`src/rtl/lcd_bus_monitor.sv`:
```
// Passive monitor for an HD44780-style LCD bus. It follows the writer's command
// and data traffic, keeps a shadow of both visible character lines, and answers
// status reads with {busy, AC}.
//
// Handshake: lcd_en is asynchronous. A transaction is one falling edge of the
// synchronized enable, and it uses the rs/rw/data values that went through the
// same number of synchronizer stages. Its effect lands three lcdclk edges after
// the raw enable fall. The read response is driven while the synchronized
// enable is high.
module lcd_bus_monitor #(
    parameter logic [6:0] LINE2_BASE = 7'h40,
    parameter int         NCHAR      = 16
) (
    input  logic         lcdclk,
    input  logic         reset,
    input  logic         lcd_rs,
    input  logic         lcd_rw,
    input  logic         lcd_en,
    input  logic [7:0]   lcd_data,
    output logic [7:0]   rd_data,
    output logic         rd_oe,
    output logic [127:0] line1,
    output logic [127:0] line2,
    output logic [2:0]   disp_ctl,
    output logic         cmd_valid,
    output logic [7:0]   cmd_code,
    output logic         busy,
    output logic         overrun
);

    localparam logic [6:0] NCH7  = 7'(NCHAR);
    localparam logic [7:0] BLANK = 8'h20;

    // The only FSM here is the clear engine. It has two states, so the busy
    // output already shows its full state.
    typedef enum logic {
        ST_IDLE  = 1'b0,
        ST_CLEAR = 1'b1
    } state_t;

    // Synchronizer stages. en has a third stage so that a fall can be detected.
    logic       en_s1_q, en_s2_q, en_s3_q;
    logic       rs_s1_q, rs_s2_q;
    logic       rw_s1_q, rw_s2_q;
    logic [7:0] data_s1_q, data_s2_q;

    // Architectural state
    state_t     state_q, state_d;
    logic [4:0] clr_idx_q, clr_idx_d;
    logic [6:0] ac_q, ac_d;
    logic       id_q, id_d;
    logic [2:0] disp_q, disp_d;
    logic [7:0] cmd_code_q, cmd_code_d;
    logic       cmd_valid_q, cmd_valid_d;
    logic       overrun_q, overrun_d;
    logic [7:0] line1_q [16];
    logic [7:0] line1_d [16];
    logic [7:0] line2_q [16];
    logic [7:0] line2_d [16];

    logic       en_fall;
    logic       wr_txn;
    logic [6:0] l2_off;

    assign en_fall = en_s3_q & ~en_s2_q;
    assign wr_txn  = en_fall & ~rw_s2_q;
    assign l2_off  = ac_q - LINE2_BASE;

    // Bring the bus signals into the lcdclk domain through matched stages.
    always_ff @(posedge lcdclk) begin
        if (reset) begin
            en_s1_q   <= 1'b0;
            en_s2_q   <= 1'b0;
            en_s3_q   <= 1'b0;
            rs_s1_q   <= 1'b0;
            rs_s2_q   <= 1'b0;
            rw_s1_q   <= 1'b0;
            rw_s2_q   <= 1'b0;
            data_s1_q <= 8'h00;
            data_s2_q <= 8'h00;
        end else begin
            en_s1_q   <= lcd_en;
            en_s2_q   <= en_s1_q;
            en_s3_q   <= en_s2_q;
            rs_s1_q   <= lcd_rs;
            rs_s2_q   <= rs_s1_q;
            rw_s1_q   <= lcd_rw;
            rw_s2_q   <= rw_s1_q;
            data_s1_q <= lcd_data;
            data_s2_q <= data_s2_q == data_s1_q ? data_s2_q : data_s1_q;
        end
    end

    // Next state: decode the transaction and step the clear engine.
    always_comb begin
        state_d     = state_q;
        clr_idx_d   = clr_idx_q;
        ac_d        = ac_q;
        id_d        = id_q;
        disp_d      = disp_q;
        cmd_code_d  = cmd_code_q;
        cmd_valid_d = 1'b0;
        overrun_d   = overrun_q;
        line1_d     = line1_q;
        line2_d     = line2_q;

        if (wr_txn) begin
            if (state_q == ST_CLEAR) begin
                // Writes that arrive during a clear, including its last cycle, are dropped.
                overrun_d = 1'b1;
            end else if (!rs_s2_q) begin
                cmd_valid_d = 1'b1;
                cmd_code_d  = data_s2_q;
                casez (data_s2_q)
                    8'b1???????: ac_d = data_s2_q[6:0];
                    8'b00001???: disp_d = data_s2_q[2:0];
                    8'b000001??: id_d = data_s2_q[1];
                    8'b0000001?: ac_d = 7'h00;
                    8'b00000001: begin
                        state_d   = ST_CLEAR;
                        clr_idx_d = 5'd0;
                        ac_d      = 7'h00;
                        id_d      = 1'b1;
                    end
                    default: ;  // shift, function set, CGRAM address and 0x00 do nothing here
                endcase
            end else begin
                if (ac_q < NCH7) begin
                    line1_d[ac_q[3:0]] = data_s2_q;
                end else if (l2_off < NCH7) begin
                    line2_d[l2_off[3:0]] = data_s2_q;
                end
                // AC moves even when the write lands outside both lines.
                ac_d = id_q ? ac_q + 7'd1 : ac_q - 7'd1;
            end
        end

        if (state_q == ST_CLEAR) begin
            if (clr_idx_q[4]) begin
                line2_d[clr_idx_q[3:0]] = BLANK;
            end else begin
                line1_d[clr_idx_q[3:0]] = BLANK;
            end
            clr_idx_d = clr_idx_q + 5'd1;
            if (clr_idx_q == 5'd31) begin
                state_d = ST_IDLE;
            end
        end
    end

    // State registers. Reset wins over any clear or transaction in flight.
    always_ff @(posedge lcdclk) begin
        if (reset) begin
            state_q     <= ST_IDLE;
            clr_idx_q   <= 5'd0;
            ac_q        <= 7'h00;
            id_q        <= 1'b1;
            disp_q      <= 3'b000;
            cmd_code_q  <= 8'h00;
            cmd_valid_q <= 1'b0;
            overrun_q   <= 1'b0;
            for (int i = 0; i < 16; i++) begin
                line1_q[i] <= BLANK;
                line2_q[i] <= BLANK;
            end
        end else begin
            state_q     <= state_d;
            clr_idx_q   <= clr_idx_d;
            ac_q        <= ac_d;
            id_q        <= id_d;
            disp_q      <= disp_d;
            cmd_code_q  <= cmd_code_d;
            cmd_valid_q <= cmd_valid_d;
            overrun_q   <= overrun_d;
            line1_q     <= line1_d;
            line2_q     <= line2_d;
        end
    end

    // Output packing: character 0 goes in the most significant byte.
    always_comb begin
        line1 = '0;
        line2 = '0;
        for (int i = 0; i < 16; i++) begin
            line1[127 - 8*i -: 8] = line1_q[i];
            line2[127 - 8*i -: 8] = line2_q[i];
        end
    end

    // Read response: a status read returns {busy, AC}, and a data read returns zero.
    always_comb begin
        rd_oe   = en_s2_q & rw_s2_q;
        rd_data = 8'h00;
        if (rd_oe && !rs_s2_q) begin
            rd_data = {busy, ac_q};
        end
    end

    assign busy      = (state_q == ST_CLEAR);
    assign disp_ctl  = disp_q;
    assign cmd_valid = cmd_valid_q;
    assign cmd_code  = cmd_code_q;
    assign overrun   = overrun_q;

endmodule

```
`config.mk`:
```
export PLATFORM = sky130hd
export DESIGN_NAME = lcd_bus_monitor
export DESIGN_NICKNAME = d
export VERILOG_FILES = /design/src/rtl/lcd_bus_monitor.sv
export SDC_FILE = /design/constraint.sdc
export NUM_CORES = 1
export LEC_CHECK = 0
export CORE_AREA = 2 2 173 141
export DETAILED_ROUTE_END_ITERATION = 10
export DIE_AREA = 0 0 175 143
export DONT_BUFFER_PORTS = 1
export PLACE_DENSITY_LB_ADDON = 0.3
export SLEW_MARGIN = 20
export SYNTH_ARGS = -nofsm -noshare
export SYNTH_HDL_FRONTEND = slang
export SYNTH_SLANG_ARGS = --single-unit
```
`constraint.sdc`:
```
create_clock -name lcdclk -period 3.7 [get_ports lcdclk]
set_clock_uncertainty 0.2 [all_clocks]
set_input_delay 0.74 -clock lcdclk [delete_from_list [all_inputs] [get_ports lcdclk]]
set_output_delay 0.74 -clock lcdclk [all_outputs]
set_load 0.03 [all_outputs]
```
Word level (Yosys, flattened, before mapping):

Index checks and enable logic that the tools add are counted.

* logic and storage cells: 138
* output and inout bits: 279
* register bits: 306
* input bits: 13

* equal/unequal tests: 7
* bitwise gates (word level): 16
* reduce and logical (&&, ||, !) cells: 17
* $lt $le $gt $ge: 8
* multiplexer cells: 37
* add/subtract/negate cells: 4

Operator list (count)
* 128-bit two-way mux: 13
* 128-bit bitwise mux: 2
* 112-bit AND: 2
* 112-bit inverter: 1
* 8-bit demux with 4-bit select: 3
* 8-bit two-way mux: 4
* 16-bit bitwise OR: 2
* 5-bit two-way mux: 4
* 5-bit >= comparator, second input constant: 3
* 5-bit by 1-bit less-than comparator with 1-bit output, second input constant: 3
* 4-bit inverter with 5-bit output: 3
* 7-bit by 5-bit less-than comparator with 1-bit output, second input constant: 2
* 7-bit two-way mux: 2
* 7-bit one-hot mux with 2 select lines: 1
* 3-bit AND reduction: 3
* 8-bit by 1-bit equality test with 1-bit output, second input constant: 1
* 8-bit equality test: 1
* 4-bit AND reduction: 2
* 7-bit by 1-bit adder with 7-bit output, second input constant: 1
* 7-bit by 1-bit equality test with 1-bit output, second input constant: 1
* 1-bit two-way mux: 7
* 7-bit by 1-bit subtractor with 7-bit output, second input constant: 1
* 7-bit subtractor, second input constant: 1
* 6-bit by 1-bit equality test with 1-bit output, second input constant: 1
* other kinds (14): 25

Depth between registers and ports, before layout:

* depth in word-level cells: 15
* depth in mapped cells: 10
* mapped depth without buffers: 7

Worst setup path before layout:

OpenSTA, ideal clock, no wires.

* kind: reg-to-reg
* start: register state_q (netlist: busy)
* end: register line1_q (netlist bit line1[21])
* setup slack: 0.876 ns
* arrival time: 2.506 ns
* data required time: 3.382 ns
* library setup time: 0.118 ns
* clock period less this slack: 2.824 ns
* path buffers: 5
* stages on the path, launching flop included: 11
* cells stage by stage: dfxtp_1 > buf_6 > or4b_1 > buf_2 > or4b_1 > buf_2 > buf_6 > or2_1 > buf_6 > nor3_2 > nor2_1

* word-level cells in the longest chain between the ends: 5

RTL lines
* from (decl): line 48 `state_t state_q, state_d;`
* from (signal assigned): line 167 `state_q <= state_d;`
* 128-bit two-way mux: line 108 `if (state_q == ST_CLEAR) begin`
* 128-bit two-way mux: line 107 `if (wr_txn) begin`
* 16-bit bitwise OR (no line)
* 128-bit two-way mux: line 139 `if (clr_idx_q[4]) begin`
* 128-bit two-way mux (*): line 138 `if (state_q == ST_CLEAR) begin`
* to (signal assigned): line 175 `line1_q <= line1_d;`
* to (decl): line 56 `logic [7:0] line1_q [16];`

Mark *: on every way between the ends. The rest lies on a longest branch, timed or not.
A chain may end at the register's enable or synchronous reset.

Worst setup path after layout:

* start: register en_s2_q
* end: register line2_q (netlist bit line2[95])

* word-level cells in the longest chain between the ends: 7

RTL lines
* from (decl): line 42 `logic en_s1_q, en_s2_q, en_s3_q;`
* from (signal assigned): line 83 `en_s2_q <= en_s1_q;`
* 1-bit inverter (*): line 65 `assign en_fall = en_s3_q & ~en_s2_q;`
* 1-bit AND (*): line 65
* 1-bit AND (*): line 66 `assign wr_txn = en_fall & ~rw_s2_q;`
* 128-bit two-way mux (*): line 107
* 112-bit AND (no line)
* 128-bit two-way mux: line 139
* 128-bit two-way mux (*): line 138
* to (signal assigned): line 176 `line2_q <= line2_d;`
* to (decl): line 58 `logic [7:0] line2_q [16];`

Marked as above.

==> metrics.txt <==
# TYPE chip_impl_metric gauge
chip_impl_info{name="root_driver",value="clkbuf_16"} 1
chip_impl_metric{name="syn-mean-instance-area",unit="µm²"} 7.86
chip_impl_metric{name="std_cell_rows",unit=""} 50
chip_impl_metric{name="cts-resized-gates",unit=""} 0
chip_impl_metric{name="areaGrowthSynthToFinish",unit="%"} 8.66
chip_impl_metric{name="fin_hold_ws",unit="ns"} 0.0987
chip_impl_metric{name="ys_seq_elements",unit=""} 306
chip_impl_info{name="critical_path.endpoint_type",value="register"} 1
chip_impl_metric{name="grt.total_usage",unit=""} 0.274
chip_impl_metric{name="fin_setup_tns",unit="ns"} 0
chip_impl_metric{name="place_inst",unit=""} 1695
chip_impl_metric{name="layout-drive-gt1-share",unit=""} 0.0841
chip_impl_metric{name="finalWeightedCongestion",unit=""} 0.818
chip_impl_metric{name="slew_viol_final",unit=""} 0
chip_impl_metric{name="power-per-cell-area",unit="mW/mm²"} 514
chip_impl_metric{name="final_total_power",unit="W"} 0.00657
chip_impl_metric{name="cts.sinks",unit=""} 306
chip_impl_metric{name="postSynthCellCount",unit=""} 1497
chip_impl_metric{name="timing_hold_violations_final",unit=""} 0
chip_impl_metric{name="die_h",unit="µm"} 143
chip_impl_metric{name="cts-buffers-inserted",unit=""} 30
chip_impl_metric{name="cts_max_path_buffers",unit=""} 3
chip_impl_info{name="grt_setup_unrepaired",value="no"} 1
chip_impl_metric{name="cp_data_arrival_time",unit="ns"} 3.27
chip_impl_metric{name="detail_route.first_pass.iterations",unit=""} 5
chip_impl_metric{name="seq_area_frac_synth",unit=""} 0.521
chip_impl_metric{name="detailed_place_hpwl",unit="µm"} 23400
chip_impl_metric{name="drtIter0Drc",unit=""} 690
chip_impl_metric{name="worstSkewPairLatency",unit="ns"} 0.54
chip_impl_metric{name="power_leakage",unit="nW"} 4.28
chip_impl_info{name="run_status",value="complete, no violations"} 1
chip_impl_metric{name="synth-edff-count",unit=""} 0
chip_impl_metric{name="via_count",unit=""} 9666
chip_impl_metric{name="worstMarginPinSlew",unit="ns"} 1.10
chip_impl_info{name="hold_class",value="input pin to register"} 1
chip_impl_metric{name="maxCapViolations",unit=""} 0
chip_impl_metric{name="grt_first_pass_wirelength",unit="µm"} 53700
chip_impl_info{name="start_kind",value="register"} 1
chip_impl_metric{name="vias_per_cell",unit=""} 5.52
chip_impl_metric{name="period_needed",unit="ns"} 3.05
chip_impl_metric{name="core-area",unit="mm²"} 0.0232
chip_impl_metric{name="finalNonFillerCells",unit=""} 1751
chip_impl_metric{name="slew_margin_rel",unit=""} 0.267
chip_impl_metric{name="syn_nets",unit=""} 1521
chip_impl_metric{name="route.final.wire_length",unit="µm"} 35400
chip_impl_metric{name="peak_supply_drop",unit="µV"} 324
chip_impl_metric{name="synth_warnings",unit=""} 0
chip_impl_metric{name="ctsHtreeMaxLevel",unit=""} 1
chip_impl_metric{name="reg2reg_slack",unit="ns"} 0.65
chip_impl_metric{name="initial_core_util",unit=""} 0.507
chip_impl_metric{name="timing.critical_path.required",unit="ns"} 3.92
chip_impl_metric{name="maximum_number_of_pins_on_one_net_before_global_route_repair",unit=""} 82
chip_impl_metric{name="ioPinCount",unit=""} 292
chip_impl_metric{name="netlist_area",unit="mm²"} 0.0118
chip_impl_metric{name="critical_path_peak_fanout",unit=""} 16
chip_impl_info{name="path_class",value="register to register"} 1
chip_impl_metric{name="number_of_antenna_violations_at_the_first_check_in_global_routing",unit=""} 0
chip_impl_metric{name="port_buffers",unit=""} 0
chip_impl_metric{name="drc_errors",unit=""} 0
chip_impl_metric{name="number_of_buffers_inserted_for_hold_repair_after_clock_tree_synthesis",unit=""} 0
chip_impl_metric{name="clkTransAtPathRegs",unit="ns"} 0.06
chip_impl_metric{name="period_share",unit=""} 0.826
chip_impl_metric{name="synthArstFlopShare",unit=""} 0
chip_impl_info{name="synth_ff_type",value="dfxtp_1"} 1
chip_impl_metric{name="die-width",unit="µm"} 175
chip_impl_metric{name="drt-wirelength-per-cell",unit="µm"} 20.2
chip_impl_metric{name="gr-total-overflow",unit=""} 0
chip_impl_metric{name="num_antenna_cells",unit=""} 0
chip_impl_metric{name="finalSetupViolCount",unit=""} 0
chip_impl_metric{name="dieArea",unit="mm²"} 0.0250
chip_impl_metric{name="cts_post_setup_buffers_inserted",unit=""} 0
chip_impl_metric{name="achievable-frequency",unit="GHz"} 0.327
chip_impl_info{name="cts_tree",value="built"} 1
chip_impl_metric{name="yosysUniqueCellTypes",unit=""} 49
chip_impl_metric{name="first_global_vias",unit=""} 9036
chip_impl_metric{name="drt_antenna_net_count",unit=""} 0
chip_impl_metric{name="final_net_count",unit=""} 1439
-- metal layers --
metal / routed length [µm] / GRT usage / up-vias
met2: 16000 / 0.439 / 359
met1: 14600 / 0.343 / 4529
li1: - / - / 4717
met3: 3940 / 0.108 / 61
met5: 0 / 0 / -
met4: 825 / 0.0759 / 0
-- final cells by class --
type | count | area (µm²)
tap | 312 | 390
fill | 2141 | 10400
inverter | 9 | 33.8
timing repair buffer | 14 | 105
clock buffer | 44 | 925
clock inverter | 12 | 100
multi-input combinational | 1054 | 5100
sequential | 306 | 6140
-- final timing paths --
check,from,end,cells past startpoint
worst max-delay path,en_s2_q,line2[95],5
worst min-delay path,reset,data_s2_q[7],1
worst max register to register,en_s2_q,line2[95],5
worst min register to register,data_s1_q[2],data_s2_q[2],1
-- worst max-delay path, stage by stage (launching register included) --
cell and delay, ns:
dfxtp_1 0.34, or4b_1 0.62, or4_1 0.97, or2_0 0.56, nand2_1 0.15, a21oi_1 0.07
-- power by group --
| group | switching, W | internal [W] |
|---|---|---|
| logic | 0.000106 | 0.0000339 |
| clock network | 0.00129 | 0.00180 |
| registers | 0.0000332 | 0.00331 |
| total | 0.00143 | 0.00514 |
-- flip-flops by register name, indices dropped and copies added (netlist names), 3 cells and up --
name / cells
line2: 128
data_s1_q: 8
data_s2_q: 8
line1: 128
disp_ctl: 3
clr_idx_q: 5
cmd_code: 8
ac_q: 7
-- synth_stat cells, types with 2 or more instances --
cell / number / area share
nor2_4: 7 / 0.0067
clkbuf_1: 99 / 0.032
and3_1: 2 / 0.0011
nor3_2: 4 / 0.0034
or2_1: 7 / 0.0037
nand2b_1: 5 / 0.0027
and2_1: 6 / 0.0032
buf_1: 20 / 0.0064
a32o_1: 2 / 0.0017
nand3_1: 3 / 0.0013
nor4_1: 2 / 0.0011
o211ai_1: 2 / 0.0013
nor2b_1: 26 / 0.014
nor2_1: 74 / 0.024
inv_1: 9 / 0.0029
buf_6: 3 / 0.0029
o21ai_0: 6 / 0.0026
nor3_1: 69 / 0.029
dfxtp_1: 306 / 0.52
nand4_1: 3 / 0.0016
nor3b_1: 2 / 0.0013
a21o_1: 35 / 0.022
or2_2: 22 / 0.012
ha_1: 10 / 0.011
a21oi_1: 243 / 0.10
nand3b_1: 5 / 0.0032
mux2i_1: 8 / 0.0068
nand2_1: 473 / 0.15
xnor2_1: 4 / 0.0030
or4b_1: 2 / 0.0017
nor2_2: 9 / 0.0048
nor4b_1: 2 / 0.0015
buf_2: 6 / 0.0026
or2_0: 3 / 0.0016
or3b_2: 2 / 0.0015
a211oi_1: 3 / 0.0019
-- per-stage QoR --
| stage | instance area, µm² | setup slack (ns) | utilization |
|---|---|---|---|
| after CTS | 12800 | 0.668 | 0.551 |
| after global routing | 12800 | 0.471 | 0.551 |
| after global placement | 11800 | 0.748 | 0.507 |
| after floorplan | 11800 | 0.876 | - |
| final | 12800 | 0.645 | 0.551 |
| after detailed placement | 11800 | 0.684 | 0.507 |
-- layout by cell type, fill, tap and decap left out, types with 2 or more instances in the layout --
cell type / n
dfxtp_2: 8
nand2_1: 473
nand4_1: 3
ha_1: 10
xnor2_1: 4
clkinvlp_4: 3
and3_1: 2
o21ai_0: 6
nor3_2: 4
or4b_1: 2
and2_1: 6
clkbuf_8: 10
a211oi_1: 3
a21o_1: 35
o211ai_1: 2
nor2_2: 9
or2_2: 22
or3b_2: 2
clkinv_4: 2
nor4_1: 2
inv_1: 9
nor3_1: 69
nor4b_1: 2
nand2b_1: 5
clkbuf_1: 3
nor2_1: 74
nor2_4: 7
a21oi_1: 243
clkbuf_16: 31
or2_1: 7
nor3b_1: 2
mux2i_1: 8
or2_0: 3
dfxtp_1: 298
buf_4: 14
nand3b_1: 5
clkinv_2: 6
nor2b_1: 26
a32o_1: 2
nand3_1: 3
-- logic make-up after synthesis --
| logic type | count (synthesis) | synth area share |
|---|---|---|
| mux | 9 | 0.00776 |
| simple gates | 732 | 0.272 |
| flops | 306 | 0.521 |
| buf+inv | 137 | 0.0462 |
| xor+xnor | 5 | 0.00372 |
| fa+ha+maj | 11 | 0.0123 |
| compound gates | 297 | 0.137 |
Power figures use the tool's default switching activity.
